===== src/rtl/ndn_pkg.sv =====
// Shared NDN-lite definitions: packet type bytes, key widths, parser states
// and the request handed to the PIT stage.
package ndn_pkg;

    localparam int PREFIX_W = 64;
    localparam int LEN_W    = 5;

    localparam logic [7:0] TYPE_INTEREST = 8'h05;
    localparam logic [7:0] TYPE_DATA     = 8'h06;

    typedef enum logic [2:0] {
        IDLE,
        NAME_LEN,
        NAME,
        SKIP,
        ISSUE,
        HOLD,
        DROP
    } state_t;

    typedef struct packed {
        logic [PREFIX_W-1:0] prefix;
        logic [LEN_W-1:0]    len;
    } pit_req_t;

    function automatic logic is_known_type(input logic [7:0] t);
        return (t == TYPE_INTEREST) || (t == TYPE_DATA);
    endfunction

endpackage


===== src/rtl/ndn_prefix_packer.sv =====
// Packs the leading name bytes into a left-aligned shadow key; later name
// bytes only advance the byte index.
module ndn_prefix_packer
    import ndn_pkg::*;
#(
    parameter int PREFIX_BYTES = 8
) (
    input  logic                clk,
    input  logic                rst,
    input  logic                clear,
    input  logic                wr_en,
    input  logic [7:0]          data,
    output logic [PREFIX_W-1:0] shadow,
    output logic [LEN_W-1:0]    idx
);

    // NOTE: registers are updated with <= so every flop samples pre-edge values.
    always_ff @(posedge clk) begin
        if (!rst) begin
            shadow <= '0;
            idx    <= '0;
        end else if (clear) begin
            shadow <= '0;
            idx    <= '0;
        end else if (wr_en) begin
            for (int b = 0; b < PREFIX_BYTES; b++) begin
                if (idx == LEN_W'(b))
                    shadow[PREFIX_W-1-8*b -: 8] <= data;
            end
            idx <= idx + LEN_W'(1);
        end
    end

endmodule


===== src/rtl/ndn_prefix_extractor.sv =====
// Byte-serial NDN-lite header parser feeding the PIT: issues a stable
// {prefix, len} with a one-cycle Interest/Data strobe, then paces ingress.
module ndn_prefix_extractor
    import ndn_pkg::*;
#(
    parameter int PREFIX_BYTES = 8,
    parameter int HOLD_CYCLES  = 3
) (
    input  logic                clk,
    input  logic                rst,
    input  logic [7:0]          in_data,
    input  logic                in_valid,
    input  logic                in_last,
    output logic                in_ready,
    output logic [PREFIX_W-1:0] prefix,
    output logic [LEN_W-1:0]    len,
    output logic                prefix_ready,
    output logic                out_bit,
    output logic [15:0]         drop_count,
    output logic [15:0]         pkt_count
);

    localparam int HOLD_W = (HOLD_CYCLES > 1) ? $clog2(HOLD_CYCLES) : 1;

    state_t              state, state_nxt;
    pit_req_t            req;
    logic                is_data;
    logic [LEN_W-1:0]    len_sh;
    logic [HOLD_W-1:0]   hold_cnt;
    logic [PREFIX_W-1:0] shadow;
    logic [LEN_W-1:0]    pk_idx;
    logic                pk_clear, pk_wr, len_wr, type_wr, drop_inc;

    ndn_prefix_packer #(.PREFIX_BYTES(PREFIX_BYTES)) u_packer (
        .clk    (clk),
        .rst    (rst),
        .clear  (pk_clear),
        .wr_en  (pk_wr),
        .data   (in_data),
        .shadow (shadow),
        .idx    (pk_idx)
    );

    // NOTE: every output of this block gets a default first so no latch is inferred.
    always_comb begin
        state_nxt = state;
        in_ready  = 1'b0;
        pk_clear  = 1'b0;
        pk_wr     = 1'b0;
        len_wr    = 1'b0;
        type_wr   = 1'b0;
        drop_inc  = 1'b0;
        case (state)
            IDLE: begin
                in_ready = 1'b1;
                if (in_valid) begin
                    // A lone type byte is as malformed as an unknown type.
                    if (in_last) begin
                        drop_inc = 1'b1;
                    end else if (is_known_type(in_data)) begin
                        type_wr   = 1'b1;
                        state_nxt = NAME_LEN;
                    end else begin
                        state_nxt = DROP;
                    end
                end
            end
            NAME_LEN: begin
                in_ready = 1'b1;
                if (in_valid) begin
                    if (in_data == 8'd0 || in_data > 8'd31 || in_last) begin
                        drop_inc  = in_last;
                        state_nxt = in_last ? IDLE : DROP;
                    end else begin
                        len_wr    = 1'b1;
                        pk_clear  = 1'b1;
                        state_nxt = NAME;
                    end
                end
            end
            NAME: begin
                in_ready = 1'b1;
                if (in_valid) begin
                    pk_wr = 1'b1;
                    if (pk_idx == len_sh - LEN_W'(1)) begin
                        state_nxt = in_last ? ISSUE : SKIP;
                    end else if (in_last) begin
                        drop_inc  = 1'b1;
                        state_nxt = IDLE;
                    end
                end
            end
            SKIP: begin
                in_ready = 1'b1;
                if (in_valid && in_last)
                    state_nxt = ISSUE;
            end
            ISSUE: state_nxt = HOLD;
            HOLD: begin
                if (hold_cnt == HOLD_W'(HOLD_CYCLES - 1))
                    state_nxt = IDLE;
            end
            DROP: begin
                in_ready = 1'b1;
                if (in_valid && in_last) begin
                    drop_inc  = 1'b1;
                    state_nxt = IDLE;
                end
            end
            default: state_nxt = IDLE;
        endcase
        if (!rst)
            in_ready = 1'b0;
    end

    always_ff @(posedge clk) begin
        if (!rst) begin
            state        <= IDLE;
            req          <= '0;
            is_data      <= 1'b0;
            len_sh       <= '0;
            hold_cnt     <= '0;
            prefix_ready <= 1'b0;
            out_bit      <= 1'b0;
            drop_count   <= '0;
            pkt_count    <= '0;
        end else begin
            state        <= state_nxt;
            prefix_ready <= 1'b0;
            out_bit      <= 1'b0;
            if (type_wr)
                is_data <= (in_data == TYPE_DATA);
            // The published len only moves at issue, so it is staged here first.
            if (len_wr)
                len_sh <= in_data[LEN_W-1:0];
            if (state == ISSUE) begin
                req.prefix   <= shadow;
                req.len      <= len_sh;
                prefix_ready <= !is_data;
                out_bit      <= is_data;
                pkt_count    <= pkt_count + 16'd1;
                hold_cnt     <= '0;
            end else if (state == HOLD) begin
                hold_cnt <= hold_cnt + HOLD_W'(1);
            end
            if (drop_inc && drop_count != 16'hFFFF)
                drop_count <= drop_count + 16'd1;
        end
    end

    assign prefix = req.prefix;
    assign len    = req.len;

endmodule


===== config.mk =====
export PLATFORM = sky130hd
export DESIGN_NAME = ndn_prefix_extractor
export DESIGN_NICKNAME = d
export VERILOG_FILES = /design/src/rtl/ndn_pkg.sv /design/src/rtl/ndn_prefix_packer.sv /design/src/rtl/ndn_prefix_extractor.sv
export SDC_FILE = /design/constraint.sdc
export NUM_CORES = 1
export LEC_CHECK = 0
export ABC_CLOCK_PERIOD_IN_PS = 2550
export CORE_UTILIZATION = 45
export CTS_CLUSTER_DIAMETER = 30
export DETAILED_ROUTE_END_ITERATION = 10
export PLACE_DENSITY = 0.68
export SLEW_MARGIN = 5
export SYNTH_ARGS = -nofsm -noshare
export SYNTH_HDL_FRONTEND = slang
export SYNTH_SLANG_ARGS = --single-unit

===== constraint.sdc =====
create_clock -name clk -period 2.55 [get_ports clk]
set_input_delay 0.51 -clock clk [delete_from_list [all_inputs] [get_ports clk]]
set_output_delay 0.51 -clock clk [all_outputs]
set_load 0.005 [all_outputs]

==> impl_metrics.ini <==
[final_layout]
drive_gt1_share_pct = 7.09
nets = 1037
design_area_sq_um = 9420
final_util_pct = 59.3
fillers = 1463
num_antenna_cells = 0
area_delta_synth_final_pct = 28.7

[sta]
finalSetupTns_ns = 0
hold_viol_final = 0
worst_pin_slew_ns = 0.759
setup_viol = 0
fin_crit_ns = 2.35
fin_ws_ns = 0.197
slew_headroom_pct = 49.4
fin_crit_sh_pct = 92.3
fmax_mhz = 425
rsz0062_at_grt = no
fin_skew_ns = 0.00963
slew_viol_final = 0

[power_and_ir_drop]
power_leakage_nw = 3.17
peakVddDrop_uv = 493
power_density_nw_per_um2 = 634

[setup_path]
setup.worst_path.start_class = flip-flop
critPathMaxFanout = 11
worstSetupPathType = reg -> out
crit_required_ns = 2.04
crit_slowest_cell = clkdlybuf4s50_1
critPathMaxStageDelay_ns = 0.55
endpoint_kind = output pin
cp.arrival_ns = 1.84
path_cells = nand2b_1, a21oi_1, clkdlybuf4s50_1

[global_route]
antenna_found_initial = 0
grt_pass1_wl_microns = 29500
grt_start_max_net_pins = 108
track_usage_pct = 22.4
grt-ovfl-total = 0
grt_pass1_vias = 5937

[die]
dieArea_sq_um = 16800
fp.dieW_microns = 130
coreArea_sq_um = 15900
rows = 46
die_h_microns = 130
start_util_pct = 46.1
ios = 116

[hold_path]
hold_class = reg -> reg

[yosys]
yosys.cell_types.count = 49
synth_top_area_cell = dfxtp_1
synth_top_cell_area_share_pct = 50.1
yosys-top-cells-area = dfxtp_1 (50%), nand2_1 (12%), a21oi_1 (11%)
synth-edff-count = 0
ys_seq_area_share_pct = 50.1
ys_ff_latch = 183
synth.net_count = 936
synth_most_common_cell = nand2_1
yosys-top-cells-count = nand2_1 (240), dfxtp_1 (183), a21oi_1 (158)
syn_inst = 916
syn_area_per_cell_sq_um = 7.99
async_flop_share_pct = 0
synth_warnings = 0
synth_flop_cell = dfxtp_1
syn_area_sq_um = 7320

[routing]
via_count = 6506
vias_per_cell = 5.22
routed_wl_microns = 18000
wl_per_cell_microns = 14.5
dr.pass1.iters = 5
drc = 0
drtIter0Drc = 560
antenna_left = 0

[clock_network]
ctsLongestPathBuffers = 2
cts_setup_buffers = 0
cts.sinks = 183
cts-root-buf = clkbuf_16
h-tree-depth = 4
cts_made_buffers = 17
post_cts_resized = 0
cts_hold_buf = 0
clk_latency_ns = 0.43
cts_tree = done
clk_pin_slew_worst_paths_ns = 0.07

[placement]
dp_hpwl_microns = 11200
io_buffers = 115
post-place-ws_ns = 0.110
dpl_cell_area_sq_um = 8800
finalWeightedCongestion = 0.862

[run_status]
outcome = completed

[flow_run]
drv_cap = 0
[critical path, delay by kind of cell, from the launching register on]
| family | cells | cell delay, ns |
|---|---|---|
| buf+inv | 1 | 0.55 |
| compound gates | 1 | 0.17 |
| simple gates | 1 | 0.26 |
| flops | 1 | 0.43 |
[per-stage QoR]
step	instances	hold WS [ns]	total power, mW
detailed placement	1214	0.447	3.31
floorplan	916	0.432	3.17
finish	1246	0.451	5.97
global route	1246	0.469	6.18
CTS	1246	0.456	6.01
global placement	1214	0.441	3.31
[logic make-up (layout without fill, tap and decap cells)]
kind of cell,count (synthesis),after routing,synth area share [%]
mux,7,7,0.957
simple gates,421,421,25.8
flops,183,183,50.1
fa+ha+maj,8,8,1.37
compound gates,193,193,14.3
buf+inv,79,193,4.41
xor+xnor,25,25,3.09
[cell usage in the layout (no fill, tap or decap), drive strengths merged, types with 4 or more instances in the layout]
cell	synthesis	routed
nand2	240	240
dfxtp	183	183
a21oi	158	158
clkdlybuf4s50	0	115
nand3	84	84
nor2	37	37
buf	20	32
clkbuf	45	19
inv	14	17
xor2	16	16
and3	10	10
o21ai	10	10
xnor2	9	9
nand4	9	9
nor3	8	8
ha	8	8
mux2i	7	7
nand2b	7	7
o31ai	7	7
or3	6	6
nor3b	6	6
clkinv	0	6
or4	4	4
[sequential cells by signal, indices dropped and copies added (netlist names)]
| register | flops |
|---|---|
| prefix_ready | 1 |
| drop_count | 16 |
| state | 3 |
| pkt_count | 16 |
| is_data | 1 |
| len | 5 |
| hold_cnt | 2 |
| u_packer.shadow | 64 |
| u_packer.idx | 5 |
| prefix | 64 |
| out_bit | 1 |
| len_sh | 5 |
[metal layers]
metal / global-route usage, % / up-vias / part of all wire [%]
li1: - / 3300 / -
met1: 30.3 / 3001 / 48
met4: 8.48 / 0 / 1.8
met5: 0 / - / 0
met2: 35.0 / 180 / 46
met3: 4.62 / 25 / 4.7
[area by class of cell]
cell class	count	area, sq um	share of cell area (%)
sequential	183	3660	38.9
multi-input combinational	654	3360	35.7
timing repair buffer	147	1470	15.6
clock buffer	19	433	4.60
tap	216	270	2.87
clock inverter	13	173	1.83
inverter	14	52.6	0.558
[path summary, 6_finish.rpt]
| kind | endpoint | cells past startpoint | from | slack [ns] |
|---|---|---|---|---|
| setup / recovery | in_ready | 3 | state[0]$_SDFFE_PN0P_ | 0.20 |
| setup reg to reg | drop_count[11]$_SDFFE_PN0P_ | 8 | len_sh[0]$_SDFFE_PN0P_ | 0.23 |
| hold reg to reg | prefix[13]$_SDFFE_PN0P_ | 2 | prefix[13]$_SDFFE_PN0P_ | 0.45 |
| hold / removal | prefix[13]$_SDFFE_PN0P_ | 2 | prefix[13]$_SDFFE_PN0P_ | 0.45 |
[power by group]
part | total, mW | leakage, nW | internal, mW | switching [mW]
Clock | 2.72 | 0.295 | 1.56 | 1.16
Combinational | 0.361 | 1.40 | 0.115 | 0.247
Sequential | 2.89 | 1.47 | 2.87 | 0.0190
Note: power is estimated with default switching activity, not from simulation.
